### config.mk
export PLATFORM = sky130hd
export DESIGN_NAME = pipe_hazard_ctrl
export DESIGN_NICKNAME = d
export VERILOG_FILES = /design/src/rtl/pipe_hazard_ctrl.sv
export SDC_FILE = /design/constraint.sdc
export NUM_CORES = 1
export LEC_CHECK = 0
export ABC_AREA = 1
export CAP_MARGIN = 10
export CORE_ASPECT_RATIO = 2
export CORE_MARGIN = 3
export CORE_UTILIZATION = 25
export CTS_CLUSTER_SIZE = 8
export DETAILED_ROUTE_END_ITERATION = 10
export SYNTH_ARGS = -nofsm -noshare
export SYNTH_HDL_FRONTEND = slang
export SYNTH_SLANG_ARGS = --single-unit
### constraint.sdc
create_clock -name Clk -period 1.55 [get_ports Clk]
set_clock_uncertainty 0.05 [all_clocks]
set_input_delay 0.31 -clock Clk [delete_from_list [all_inputs] [get_ports Clk]]
set_output_delay 0.31 -clock Clk [all_outputs]
set_load 0.05 [all_outputs]
### src/rtl/pipe_hazard_ctrl.sv
// Pipeline hazard controller: load-use stall, branch flush and EX forward-select generation.
// Latency: Stall/Flush are combinational; EX_FwdA/B and the counters are registered (1 cycle after ID advance).
// Backpressure: Stall freezes PC and IF/ID and inserts a bubble into ID/EX; Redirect wins over Stall.
//
// Ports:
//   Clk, Rst                 single clock, synchronous active-high reset
//   ID_*                     decoded fields of the instruction currently in ID
//   Redirect                 taken branch/jump resolved in entry BR_ENTRY
//   CntClr                   synchronous clear of both performance counters
//   Stall, Flush             hazard outputs
//   EX_FwdA, EX_FwdB         forward selects for the EX instruction (0 = register file, k = entry k)
//   StallCnt, FlushCnt       saturating event counters
module pipe_hazard_ctrl #(
    parameter int DEPTH      = 3,
    parameter int AW         = 5,
    parameter int LOAD_AVAIL = 2,
    parameter int BR_ENTRY   = 1,
    parameter int CNTW       = 16
) (
    input  logic                       Clk,
    input  logic                       Rst,
    input  logic                       ID_Valid,
    input  logic [AW-1:0]              ID_Rs,
    input  logic [AW-1:0]              ID_Rt,
    input  logic                       ID_UseRs,
    input  logic                       ID_UseRt,
    input  logic                       ID_RegWr,
    input  logic                       ID_IsLoad,
    input  logic [AW-1:0]              ID_Rw,
    input  logic                       Redirect,
    input  logic                       CntClr,
    output logic                       Stall,
    output logic                       Flush,
    output logic [$clog2(DEPTH)-1:0]   EX_FwdA,
    output logic [$clog2(DEPTH)-1:0]   EX_FwdB,
    output logic [CNTW-1:0]            StallCnt,
    output logic [CNTW-1:0]            FlushCnt
);

    localparam int FW = $clog2(DEPTH);

    // In-flight entries after ID: index 0 = EX, 1 = MEM, ... DEPTH-1 = oldest.
    logic [DEPTH-1:0] ent_vld;
    logic [DEPTH-1:0] ent_wr;
    logic [DEPTH-1:0] ent_ld;
    logic [AW-1:0]    ent_rw [DEPTH];

    logic [DEPTH-1:0] match_rs;
    logic [DEPTH-1:0] match_rt;
    logic [DEPTH-1:0] load_win;
    logic             hazard;
    logic             advance;
    logic [FW-1:0]    fwd_a;
    logic [FW-1:0]    fwd_b;

    // Producer match per entry; register 0 never matches so it can never
    // forward or stall.
    always_comb begin
        match_rs = '0;
        match_rt = '0;
        load_win = '0;
        for (int j = 0; j < DEPTH; j++) begin
            match_rs[j] = ent_vld[j] & ent_wr[j] & (ent_rw[j] == ID_Rs) & (ID_Rs != '0);
            match_rt[j] = ent_vld[j] & ent_wr[j] & (ent_rw[j] == ID_Rt) & (ID_Rt != '0);
            // A load in entry j reaches the forwardable entry only after the
            // consumer would already be in EX when j+1 < LOAD_AVAIL.
            load_win[j] = (j + 1 < LOAD_AVAIL);
        end
    end

    assign hazard = ID_Valid &
                    ((ID_UseRs & (|(match_rs & ent_ld & load_win))) |
                     (ID_UseRt & (|(match_rt & ent_ld & load_win))));

    // Reset masks Stall so stale entries cannot hold the front end while Rst is high.
    assign Stall   = hazard & ~Redirect & ~Rst;
    assign Flush   = Redirect;
    assign advance = ~Stall & ~Redirect;

    // The youngest matching producer holds the newest value, so scan from the
    // oldest forwardable entry down to entry 0 and let the last hit win.
    always_comb begin
        fwd_a = '0;
        fwd_b = '0;
        for (int j = DEPTH - 2; j >= 0; j--) begin
            if (match_rs[j] & ID_UseRs) fwd_a = FW'(j + 1);
            if (match_rt[j] & ID_UseRt) fwd_b = FW'(j + 1);
        end
    end

    always_ff @(posedge Clk) begin
        if (Rst) begin
            ent_vld  <= '0;
            ent_wr   <= '0;
            ent_ld   <= '0;
            for (int i = 0; i < DEPTH; i++) ent_rw[i] <= '0;
            EX_FwdA  <= '0;
            EX_FwdB  <= '0;
            StallCnt <= '0;
            FlushCnt <= '0;
        end else begin
            // Shift; entries up to BR_ENTRY after the shift are younger than the
            // taken branch and are squashed on Redirect.
            for (int i = 1; i < DEPTH; i++) begin
                ent_vld[i] <= ent_vld[i-1] & ~(Redirect & (i <= BR_ENTRY));
                ent_wr[i]  <= ent_wr[i-1];
                ent_ld[i]  <= ent_ld[i-1];
                ent_rw[i]  <= ent_rw[i-1];
            end
            ent_vld[0] <= advance & ID_Valid;
            ent_wr[0]  <= advance & ID_RegWr;
            ent_ld[0]  <= advance & ID_IsLoad;
            ent_rw[0]  <= ID_Rw;

            EX_FwdA <= advance ? fwd_a : '0;
            EX_FwdB <= advance ? fwd_b : '0;

            if (CntClr) begin
                StallCnt <= '0;
                FlushCnt <= '0;
            end else begin
                if (Stall && (StallCnt != '1))    StallCnt <= StallCnt + CNTW'(1);
                if (Redirect && (FlushCnt != '1)) FlushCnt <= FlushCnt + CNTW'(1);
            end
        end
    end

endmodule

==> impl_results.md <==
- Crit. Startpoint: ent_vld[0]
- Mapped Avg Cell Area: slightly below 7 µm²
- Syn. warnings: 0
- Hold-fix buffers, CTS: 0
- Critical Path End Type: primary output
- Initial antenna violation count: 0
- Crit share post-route: 1.16
- Die area: roughly 13,000 µm²
- Failing checks: negative setup slack
- Vias per std cell: between 4 and 5
- DRC errors left: 0
- Worst-path clk slew: 0.07 ns
- Synthesis-stage register bit count: between 50 and 60
- Clk sinks: 51
- Critical path class: reg -> out
- Final worst-path setup slack: -0.244 ns
- Critical Path Fanout Max: 2
- Fin. Hold Viols: 0
- 1st-pass router iterations: 4
- Post-Syn Nets: between 400 and 500
- Rel. slew slack: 0.786
- Die Height: 156 µm
- Synthesized area: about 2800 µm²
- Die width: about 80 µm
- RSZ-0062 raised after global routing: yes
- Met3 Usage GRT: 0.0191
- Fin. max-slew vios: 0
- Peak Freq: between 500 and 600 MHz
- Leakage: roughly 0.0021 µW
- Hpwl dp: roughly 7000 µm
- Critical path arrival: about 1.4 ns
- Fin Setup TNS: -1.08 ns
- Worst-Margin Slew: about 0.32 ns
- Status: complete, but fails checks
- Largest net degree at the start of global routing: 17
- Post-route ant nets: 0
- Critical path's slowest cell: dfxtp_2
- Worst vdd ir: about 0.00038 V
- Maxcap violations: 0
- Fraction of layout cells with a size suffix above 1: 0.473
- Antenna cells: 0
- IO Count: slightly above 60
- Skew-Pair Late Insertion Delay: ~0.30 ns
- Global route total overflow: 0
- Final nets: 577
- Reg2Reg Launch Point: FlushCnt[1]
- Beginning of the worst hold path: ent_wr[0]
- Layout overhead on the synthesized area: 81.3%
- CTS tree: yes
- Worst hold margin: just under 0.4 ns
- Min cycle time layout: 1.79 ns
- Register area share after synthesis: 0.363
- Grt met2 use: 0.282
- Most frequent CP cell: nand2_4
- Fin util: 0.466
- GRT Max-Usage Layer: met2
- Mapped Cells: 404
- Root Buffer: clkbuf_16
- Vias in the first global route: between 3,000 and 4,000
- Routability cong.: 0.899
- Core Region: ~11,000 µm²
- CP Launch Type: flip-flop
- Initial core utilization: 0.257
- Global-route wire length before repair: between 10,000 and 15,000 µm
- DR iter-0 viols: between 80 and 90
- Synth cell types: 35
- Total Wirelength: about 8900 µm
- Worst EP required: 1.19 ns
- CTS buffer count: 5
- Deepest clock path buffer count: 2
- CP peak stage delay: 0.35 ns
- Crit-path cells: nand2_4 -> nor2_4 -> nand3_2 -> nor2_2 -> nand2_2 -> nand2_4 -> nand2_4 -> inv_6 -> buf_12
- H-tree depth: 2
- Post-layout power: 2790 µW
- M1 GR Usage: 0.136
- Routed vias: about 3,000
- Worst hold path type: reg -> reg
- Total Routing Usage GR: 0.144
- Port Buf Inserts: between 60 and 70
- WL/cell: between 10 and 15 µm
- Rows: 54
- Pwr dens: approximately 550 nW/µm²
- Setup Viol. Count Final: 21
through the flow:
stage                     cell area, µm²  setup slack [ns]  std cells
after floorplan                     2890          -0.00402        404
after global placement              4510            -0.542        664
after detailed placement            4510            -0.530        664
after CTS                           4750            -0.281        679
after global routing                5100            -0.326        692
final                               5100            -0.244        692
cell usage after synthesis:
cell      instances  area share
xnor2_1          11       0.034
nand4_2           6       0.027
nor2_4            5       0.020
nor2_1           63       0.084
nor4_1            1      0.0022
clkbuf_1          2      0.0027
buf_4             3      0.0080
nor3_2            2      0.0071
a211oi_1          1      0.0027
inv_2             5      0.0067
ha_1              2      0.0089
a21oi_1          14       0.025
clkinv_1          1      0.0013
nor2_2           10       0.022
and3_1            1      0.0022
nand2_4           2      0.0080
nand2_1          78        0.10
o211ai_1          1      0.0027
xor2_1            6       0.019
buf_12            1      0.0071
nor3_1           12       0.021
buf_6             1      0.0040
nand4_1           8       0.018
nand2_2           5       0.011
inv_4             1      0.0022
inv_1            67       0.089
nor3b_1           2      0.0053
o21ai_1           5      0.0089
dfxtp_1          51        0.36
nand3_1          19       0.034
o21bai_1          7       0.019
o21ai_0           8       0.014
nand3_2           1      0.0036
nand4_4           1      0.0076
nor3b_2           1      0.0044
area by class of cell:
| type | instances | area [µm²] |
|---|---|---|
| Fill cell | 1053 | 5850 |
| Multi-Input combinational cell | 272 | 1730 |
| Timing Repair Buffer | 147 | 1670 |
| Sequential cell | 51 | 1090 |
| Inverter | 74 | 287 |
| Tap cell | 140 | 175 |
| Clock buffer | 5 | 125 |
| Clock inverter | 3 | 18.8 |
sequential cells by signal, summed over array words and instances, names as in the netlist:
| name | cells |
|---|---|
| ent_vld | 2 |
| EX_FwdB | 2 |
| ent_wr | 2 |
| ent_ld | 1 |
| ent_rw | 10 |
| EX_FwdA | 2 |
| StallCnt | 16 |
| FlushCnt | 16 |
timing repair:
item,in CTS,in global routing
setup endpoints to repair,35,40
buffers inserted,7,14
gates resized for setup,39,72
pin swaps,15,27
final timing paths:
| path | end | slack (ns) | cells after the start |
|---|---|---|---|
| setup / recovery | Stall | -0.24 | 9 |
| hold / removal | ent_wr[1] | 0.39 | 2 |
| setup reg to reg | FlushCnt[4] | -0.10 | 9 |
| hold reg to reg | ent_wr[1] | 0.39 | 2 |
metal layers:
metal | wire length, µm | part of all wire
met1 | 3100 | 0.35
met2 | 5150 | 0.58
met3 | 268 | 0.030
met4 | 387 | 0.043
met5 | 0 | 0
worst max-delay path, delay by kind of cell, from the launching register on:
kind / cells / cell delay, ns
buf+inv: 2 / 0.20
simple gates: 7 / 0.58
flops: 1 / 0.35
placed cells by master (no fill, tap or decap), drive strengths merged, types with 11 or more instances in the layout:
| cell type | count |
|---|---|
| dfxtp | 51 |
| xnor2 | 11 |
| nor2 | 78 |
| buf | 124 |
| o21ai | 13 |
| inv | 74 |
| a21oi | 14 |
| nor3 | 14 |
| nand3 | 20 |
| nand2 | 85 |
| nand4 | 15 |
| dlygate4sd2 | 14 |
logic make-up after synthesis:
group	after synthesis	synth area share
AOI/OAI and AO/OA	36	0.0721
xor gates and xnor gates	17	0.0529
adders and majority gates	2	0.00890
buffers and inverters	81	0.121
DFF	51	0.363
and+or+nand+nor	217	0.382
power breakdown:
part / internal [µW] / switching [µW] / leakage [µW]
combinational: 166 / 158 / 0.00162
sequential: 1320 / 17.7 / 0.000435
clock: 598 / 530 / 0.0000701
No activity file was read; power rests on OpenSTA's default activity.
